===== src/rtl/alu_pkg.sv =====
// alu_pkg: op encodings, FSM states, flag bit positions and illegal-op decode shared by the ALU issue controller.
package alu_pkg;
  localparam logic [2:0] OP_AND = 3'b000;
  localparam logic [2:0] OP_OR  = 3'b001;
  localparam logic [2:0] OP_ADD = 3'b010;
  localparam logic [2:0] OP_SUB = 3'b110;
  localparam logic [2:0] OP_SLT = 3'b111;
  localparam int F_OVF  = 3;
  localparam int F_SET  = 2;
  localparam int F_ZERO = 1;
  localparam int F_COUT = 0;
  typedef enum logic [1:0] {IDLE, DRIVE, RESPOND} state_t;
  function automatic logic op_illegal(input logic [2:0] op);
    return op == 3'b011 || op == 3'b100 || op == 3'b101;
  endfunction
endpackage


===== src/rtl/alu_issue_ctrl_if.sv =====
// alu_issue_ctrl_if: request, response and external-ALU signals of the issue controller.
interface alu_issue_ctrl_if;
  logic        req_valid, req_ready;
  logic [31:0] req_a, req_b;
  logic [2:0]  req_op;
  logic [31:0] alu_a, alu_b;
  logic [2:0]  alu_op;
  logic [31:0] alu_result;
  logic        alu_cout, alu_zero, alu_set;
  logic        rsp_valid, rsp_ready;
  logic [31:0] rsp_result;
  logic [3:0]  rsp_flags;
  logic        rsp_err;
  logic        busy;
  modport master (
    output req_valid, req_a, req_b, req_op, alu_result, alu_cout, alu_zero, alu_set, rsp_ready,
    input  req_ready, alu_a, alu_b, alu_op, rsp_valid, rsp_result, rsp_flags, rsp_err, busy
  );
  modport slave (
    input  req_valid, req_a, req_b, req_op, alu_result, alu_cout, alu_zero, alu_set, rsp_ready,
    output req_ready, alu_a, alu_b, alu_op, rsp_valid, rsp_result, rsp_flags, rsp_err, busy
  );
endinterface


===== src/rtl/alu_ovf_chk.sv =====
// alu_ovf_chk: signed overflow from operand and result sign bits for the requested op.
module alu_ovf_chk
  import alu_pkg::*;
(
  input  logic       a31,
  input  logic       b31,
  input  logic       r31,
  input  logic [2:0] op,
  output logic       ovf
);
  assign ovf = op == OP_ADD ? (a31 == b31) && (r31 != a31) :
               (op == OP_SUB || op == OP_SLT) ? (a31 != b31) && (r31 != a31) : 1'b0;
endmodule


===== src/rtl/alu_issue_ctrl.sv =====
// alu_issue_ctrl: issues one op to an external ALU, holds operands SETTLE_CYCLES cycles, then returns result and flags.
module alu_issue_ctrl
  import alu_pkg::*;
#(
  parameter int SETTLE_CYCLES = 4
) (
  input logic             clk,
  input logic             reset,
  alu_issue_ctrl_if.slave bus
);
  state_t state, state_nx;
  logic [3:0]  cnt;
  logic [2:0]  op;
  logic [31:0] alu_a, alu_b, rsp_result;
  logic [2:0]  alu_op;
  logic [3:0]  rsp_flags;
  logic        rsp_err, ovf, acc, ill;
  assign acc = bus.req_valid && state == IDLE;
  assign ill = op_illegal(bus.req_op);
  alu_ovf_chk u_ovf (.a31(alu_a[31]), .b31(alu_b[31]), .r31(bus.alu_result[31]), .op(op), .ovf(ovf));
  always_ff @(posedge clk) state <= reset ? IDLE : state_nx;
  always_comb begin
    state_nx = state;
    state_nx = state == IDLE  ? (acc ? (ill ? RESPOND : DRIVE) : IDLE) :
               state == DRIVE ? (cnt == 4'd0 ? RESPOND : DRIVE) :
               (bus.rsp_ready ? IDLE : RESPOND);
  end
  always_ff @(posedge clk) begin
    if (reset) begin
      cnt        <= 4'd0;
      op         <= OP_AND;
      alu_a      <= 32'd0;
      alu_b      <= 32'd0;
      alu_op     <= OP_AND;
      rsp_result <= 32'd0;
      rsp_flags  <= 4'd0;
      rsp_err    <= 1'b0;
    end else begin
      if (acc && !ill) begin
        cnt    <= 4'(SETTLE_CYCLES - 1);
        op     <= bus.req_op;
        alu_a  <= bus.req_a;
        alu_b  <= bus.req_b;
        alu_op <= bus.req_op == OP_SLT ? OP_SUB : bus.req_op;
      end
      if (acc && ill) begin
        rsp_result <= 32'd0;
        rsp_flags  <= 4'd0;
        rsp_err    <= 1'b1;
      end
      if (state == DRIVE && cnt != 4'd0) cnt <= cnt - 4'd1;
      if (state == DRIVE && cnt == 4'd0) begin
        rsp_result <= op == OP_SLT ? {31'd0, bus.alu_set} : bus.alu_result;
        rsp_flags  <= {ovf, bus.alu_set, bus.alu_zero, bus.alu_cout};
        rsp_err    <= 1'b0;
      end
    end
  end
  assign bus.req_ready  = state == IDLE;
  assign bus.busy       = state != IDLE;
  assign bus.rsp_valid  = state == RESPOND;
  assign bus.alu_a      = alu_a;
  assign bus.alu_b      = alu_b;
  assign bus.alu_op     = alu_op;
  assign bus.rsp_result = rsp_result;
  assign bus.rsp_flags  = rsp_flags;
  assign bus.rsp_err    = rsp_err;
endmodule


===== src/flat_wrapper.sv =====
// flat-port wrapper written by rule: the top's interface ports become plain ports
module alu_issue_ctrl_flat import alu_pkg::*;
#(
  parameter int SETTLE_CYCLES = 4
)
  (clk, reset, bus_req_valid, bus_req_a, bus_req_b, bus_req_op, bus_alu_result, bus_alu_cout, bus_alu_zero, bus_alu_set, bus_rsp_ready, bus_req_ready, bus_alu_a, bus_alu_b, bus_alu_op, bus_rsp_valid, bus_rsp_result, bus_rsp_flags, bus_rsp_err, bus_busy);
  alu_issue_ctrl_if bus_i ();
  input logic clk;
  input logic reset;
  input wire logic [$bits(bus_i.req_valid)-1:0] bus_req_valid;
  input wire logic [$bits(bus_i.req_a)-1:0] bus_req_a;
  input wire logic [$bits(bus_i.req_b)-1:0] bus_req_b;
  input wire logic [$bits(bus_i.req_op)-1:0] bus_req_op;
  input wire logic [$bits(bus_i.alu_result)-1:0] bus_alu_result;
  input wire logic [$bits(bus_i.alu_cout)-1:0] bus_alu_cout;
  input wire logic [$bits(bus_i.alu_zero)-1:0] bus_alu_zero;
  input wire logic [$bits(bus_i.alu_set)-1:0] bus_alu_set;
  input wire logic [$bits(bus_i.rsp_ready)-1:0] bus_rsp_ready;
  output wire logic [$bits(bus_i.req_ready)-1:0] bus_req_ready;
  output wire logic [$bits(bus_i.alu_a)-1:0] bus_alu_a;
  output wire logic [$bits(bus_i.alu_b)-1:0] bus_alu_b;
  output wire logic [$bits(bus_i.alu_op)-1:0] bus_alu_op;
  output wire logic [$bits(bus_i.rsp_valid)-1:0] bus_rsp_valid;
  output wire logic [$bits(bus_i.rsp_result)-1:0] bus_rsp_result;
  output wire logic [$bits(bus_i.rsp_flags)-1:0] bus_rsp_flags;
  output wire logic [$bits(bus_i.rsp_err)-1:0] bus_rsp_err;
  output wire logic [$bits(bus_i.busy)-1:0] bus_busy;
  assign bus_i.req_valid = bus_req_valid;
  assign bus_i.req_a = bus_req_a;
  assign bus_i.req_b = bus_req_b;
  assign bus_i.req_op = bus_req_op;
  assign bus_i.alu_result = bus_alu_result;
  assign bus_i.alu_cout = bus_alu_cout;
  assign bus_i.alu_zero = bus_alu_zero;
  assign bus_i.alu_set = bus_alu_set;
  assign bus_i.rsp_ready = bus_rsp_ready;
  assign bus_req_ready = bus_i.req_ready;
  assign bus_alu_a = bus_i.alu_a;
  assign bus_alu_b = bus_i.alu_b;
  assign bus_alu_op = bus_i.alu_op;
  assign bus_rsp_valid = bus_i.rsp_valid;
  assign bus_rsp_result = bus_i.rsp_result;
  assign bus_rsp_flags = bus_i.rsp_flags;
  assign bus_rsp_err = bus_i.rsp_err;
  assign bus_busy = bus_i.busy;
  alu_issue_ctrl #(.SETTLE_CYCLES(SETTLE_CYCLES)) u_core (.clk(clk), .reset(reset), .bus(bus_i));
endmodule

===== config.mk =====
export PLATFORM = sky130hd
export DESIGN_NAME = alu_issue_ctrl_flat
export DESIGN_NICKNAME = d
export VERILOG_FILES = /design/src/rtl/alu_pkg.sv /design/src/rtl/alu_issue_ctrl_if.sv /design/src/rtl/alu_ovf_chk.sv /design/src/rtl/alu_issue_ctrl.sv /design/src/flat_wrapper.sv
export SDC_FILE = /design/constraint.sdc
export NUM_CORES = 1
export LEC_CHECK = 0
export ABC_AREA = 1
export BUFFER_PORTS_ARGS = -buffer_cell sky130_fd_sc_hd__buf_2
export CAP_MARGIN = 20
export CORE_MARGIN = 3
export CORE_UTILIZATION = 45
export CTS_CLUSTER_SIZE = 24
export DETAILED_ROUTE_END_ITERATION = 6
export GPL_TIMING_DRIVEN = 0
export HOLD_SLACK_MARGIN = 0.06
export PLACE_DENSITY_LB_ADDON = 0.12
export SLEW_MARGIN = 20
export SYNTH_ARGS = -nofsm -noshare
export SYNTH_HDL_FRONTEND = slang
export SYNTH_SLANG_ARGS = --single-unit

===== constraint.sdc =====
create_clock -name clk -period 1.7 [get_ports clk]
set_input_delay 0.34 -clock clk [delete_from_list [all_inputs] [get_ports clk]]
set_output_delay 0.34 -clock clk [all_outputs]
set_load 0.05 [all_outputs]

==> run_results.csv <==
group,metric,value,unit
synth,synth_top_area_share,53.0,%
global_routing,grt_pass1_vias,3981,
drt,drt_iter0_markers,183,
timing,hold_viol,0,
synth,seq_area_frac_synth,53.0,%
placement,port-buffer-count,211,
clock_network,cts_num_sinks,113,
run,cap_violations,0,
clock_network,tritoncts,"done",
placement,place_ws,0.101,ns
synth,synth_nets,650,
synth,synth_top_area_cell,"dfxtp_1",
global_routing,grt_overflow,0,
die,dieArea,0.0107,mm^2
global_routing,grt_util_all_layers,21.5,%
drt,routed_via_density,4.72,
placement,hpwl,8.76,mm
power_and_ir_drop,comb_power_share,19.7,%
timing,min_period,1.61,ns
synth,synthDistinctLibCells,27,
drt,first_pass_iters,4,
synth,synth_area,0.00427,mm^2
clock_network,htreeDepth,4,
worst_setup_path,cp.arrival,1.27,ns
timing,tightest_slew,0.504,ns
final_layout,area_growth,45.5,%
worst_setup_path,crit_path_max_fanout,3,
clock_network,clkLatencyLatePin,0.50,ns
worst_setup_path,critical_path_class,"reg -> out",
worst_setup_path,path_cells,"nor2_4, inv_2, buf_4",
clock_network,cts_buffers,17,
synth,syn_avg_cell_area,7.87,um^2
placement,placed_cells,879,
worst_setup_path,cp_num_buf_inv,2,
drt,routedWlPerCell,12.8,um
power_and_ir_drop,power_density,1380,mW/mm^2
clock_network,clk_pin_slew,0.06,ns
placement,finalWeightedCongestion,0.744,
final_layout,finalNonFillerCells,916,
min_path,min_to,"u_core.bus.alu_a[30]$_SDFFE_PP0P_",
power_and_ir_drop,clock_power_share,45.7,%
die,die_x,103,um
worst_setup_path,rr_endpoint,"u_core.bus.rsp_result[25]$_SDFFE_PP0P_",
die,io_pins,213,
clock_network,cts_root_buffer,"clkbuf_8",
global_routing,grt_pass1_wl,18.1,mm
power_and_ir_drop,swShare,29.9,%
worst_setup_path,worst_setup_path_start_kind,"flip-flop",
global_routing,antenna_found_initial,0,
synth,yosys_warnings,0,
power_and_ir_drop,p_sw,2550,uW
final_layout,diodes,0,
synth,synth.area.top_cells,"dfxtp_1 53%, nor2_1 11%, nand2_1 6.5%",
final_layout,layout-drive-gt1-share,35.6,%
worst_setup_path,worstPathRequired,1.36,ns
clock_network,clock_path_buffers,2,
power_and_ir_drop,internal_power,5980,uW
timing,rsz0062_at_grt,"false",
power_and_ir_drop,leakagePower,0.00301,uW
timing,fin_ws,0.0891,ns
final_layout,finish.utilization,69.1,%
worst_setup_path,reg2reg_slack,0.13,ns
timing,max_freq,0.621,GHz
die,initial_core_util,47.5,%
die,core-area,0.00898,mm^2
run_status,status,"finished clean",
synth,netlist_instances,542,
drt,ant_nets,0,
worst_setup_path,crit_slowest_cell,"dfxtp_1",
final_layout,num-nets-final,885,
worst_setup_path,max_stage_delay,0.39,ns
global_routing,grt_max_degree,17,
die,fp.dieH,103,um
drt,drc,0,
worst_setup_path,r2r_start,"u_core.cnt[0]$_SDFFE_PP0P_",
timing,skew,0.00765,ns
worst_setup_path,r2r_cells,7,
timing,drv_slew,0,
drt,vias,4327,
worst_setup_path,cp-end-kind,"output port",
min_path,min_from,"bus_req_a[30]",
power_and_ir_drop,ir_drop,0.000668,V
worst_setup_path,cp_top_family,"flip-flops",
timing,fin_crit_sh,94.8,%
power_and_ir_drop,seq_power_share,34.6,%
min_path,whs_path_depth,3,
timing,holdWs,0.0763,ns
synth,synth_seq_cells,113,
die,num_rows,34,
timing,setup_viol,0,
timing,slew-limit-headroom,66.4,%
drt,routed_wl,11.8,mm
timing,setup-tns-final,0,ns
min_path,min_path_type,"in -> reg",
==> routing by layer <==
layer,global-route usage (%),wire [um]
met5,0,0
met4,8.37,230
met1,24.6,4910
met3,7.78,913
met2,36.7,5710
==> cells in the mapped netlist, drive strengths merged <==
library cell / count
a21oi: 46
a31oi: 1
buf: 27
clkbuf: 12
clkinv: 1
dfxtp: 113
ha: 2
inv: 19
nand2: 75
nand3: 42
nor2: 134
nor3: 1
nor3b: 1
o21ai: 65
o21bai: 1
xnor2: 1
xor2: 1
==> worst max path at each step <==
stage / startpoint / to / slack [ns] / cells after the start
detailed placement: u_core.cnt[0]$_SDFFE_PP0P_ / u_core.bus.rsp_result[25]$_SDFFE_PP0P_ / 0.10 / 7
floorplan: u_core.state[1]$_SDFF_PP0_ / u_core.bus.rsp_result[10]$_SDFFE_PP0P_ / 0.07 / 7
finish: u_core.state[0]$_SDFF_PP0_ / bus_busy / 0.09 / 3
global placement: u_core.cnt[0]$_SDFFE_PP0P_ / u_core.bus.rsp_result[29]$_SDFFE_PP0P_ / 0.17 / 7
CTS: u_core.state[1]$_SDFF_PP0_ / bus_busy / 0.03 / 3
global route: u_core.cnt[0]$_SDFFE_PP0P_ / u_core.bus.rsp_result[25]$_SDFFE_PP0P_ / 0.004 / 7
==> layout make-up <==
class	count	area [um^2]
fillers	789	2770
flip-flops and latches	113	2260
multi-input cells	370	1670
repair buffers	216	1110
clock buffers	20	455
plain buffers	39	272
clock inverters	12	204
well taps	126	158
inverters	20	76.3
==> tightest hold or removal path, stage by stage <==
cell	delay, ns
buf_2	0.08
o21ai_1	0.06
nor2_1	0.07
==> registers in the layout, indices dropped and copies added, names as in the netlist <==
name                   count
u_core.bus.alu_b          32
u_core.bus.rsp_err         1
u_core.state               2
u_core.cnt                 4
u_core.bus.alu_a          32
u_core.bus.rsp_result     32
u_core.bus.rsp_flags       4
u_core.bus.alu_op          3
u_core.op                  3
==> power by group through the flow <==
stage               Combinational (uW)  Clock, uW  Sequential [uW]
global placement                  1640          0             3000
CTS                               1690       3950             2950
detailed placement                1670          0             3010
global route                      1810       4090             2980
finish                            1680       3900             2950
floorplan                          608          0             3620
==> logic make-up (layout without fill, tap and decap cells) <==
logic type	Yosys count	in the layout	synth area share [%]
compound gates	113	113	13.3
xor+xnor	2	2	0.411
fa+ha+maj	2	2	0.587
buf+inv	59	307	8.04
flops	113	113	53.0
simple gates	253	253	24.6
==> layout by cell type (no fill, tap or decap), types with 12 or more instances in the layout <==
| cell type | Yosys | layout |
|---|---|---|
| a21oi_1 | 46 | 46 |
| clkbuf_16 | 0 | 16 |
| nand3_1 | 40 | 40 |
| buf_2 | 8 | 215 |
| dfxtp_1 | 113 | 112 |
| inv_1 | 16 | 16 |
| o21ai_1 | 51 | 51 |
| o21ai_0 | 14 | 14 |
| buf_6 | 12 | 12 |
| nand2_1 | 74 | 74 |
| nor2_1 | 130 | 130 |
==> stage by stage <==
stage               instance area, um^2  power (uW)
floorplan                          4270        4230
CTS                                6200        8590
detailed placement                 5480        4680
global route                       6200        8880
global placement                   5480        4640
finish                             6200        8530
==> what timing repair did <==
action                     in CTS  in global routing
gates resized for setup         2                  3
buffers inserted                0                  0
hold buffers                    5                  0
setup endpoints to repair       2                 12
hold endpoints to repair        5                  0
No activity file was read; power rests on OpenSTA's default activity.
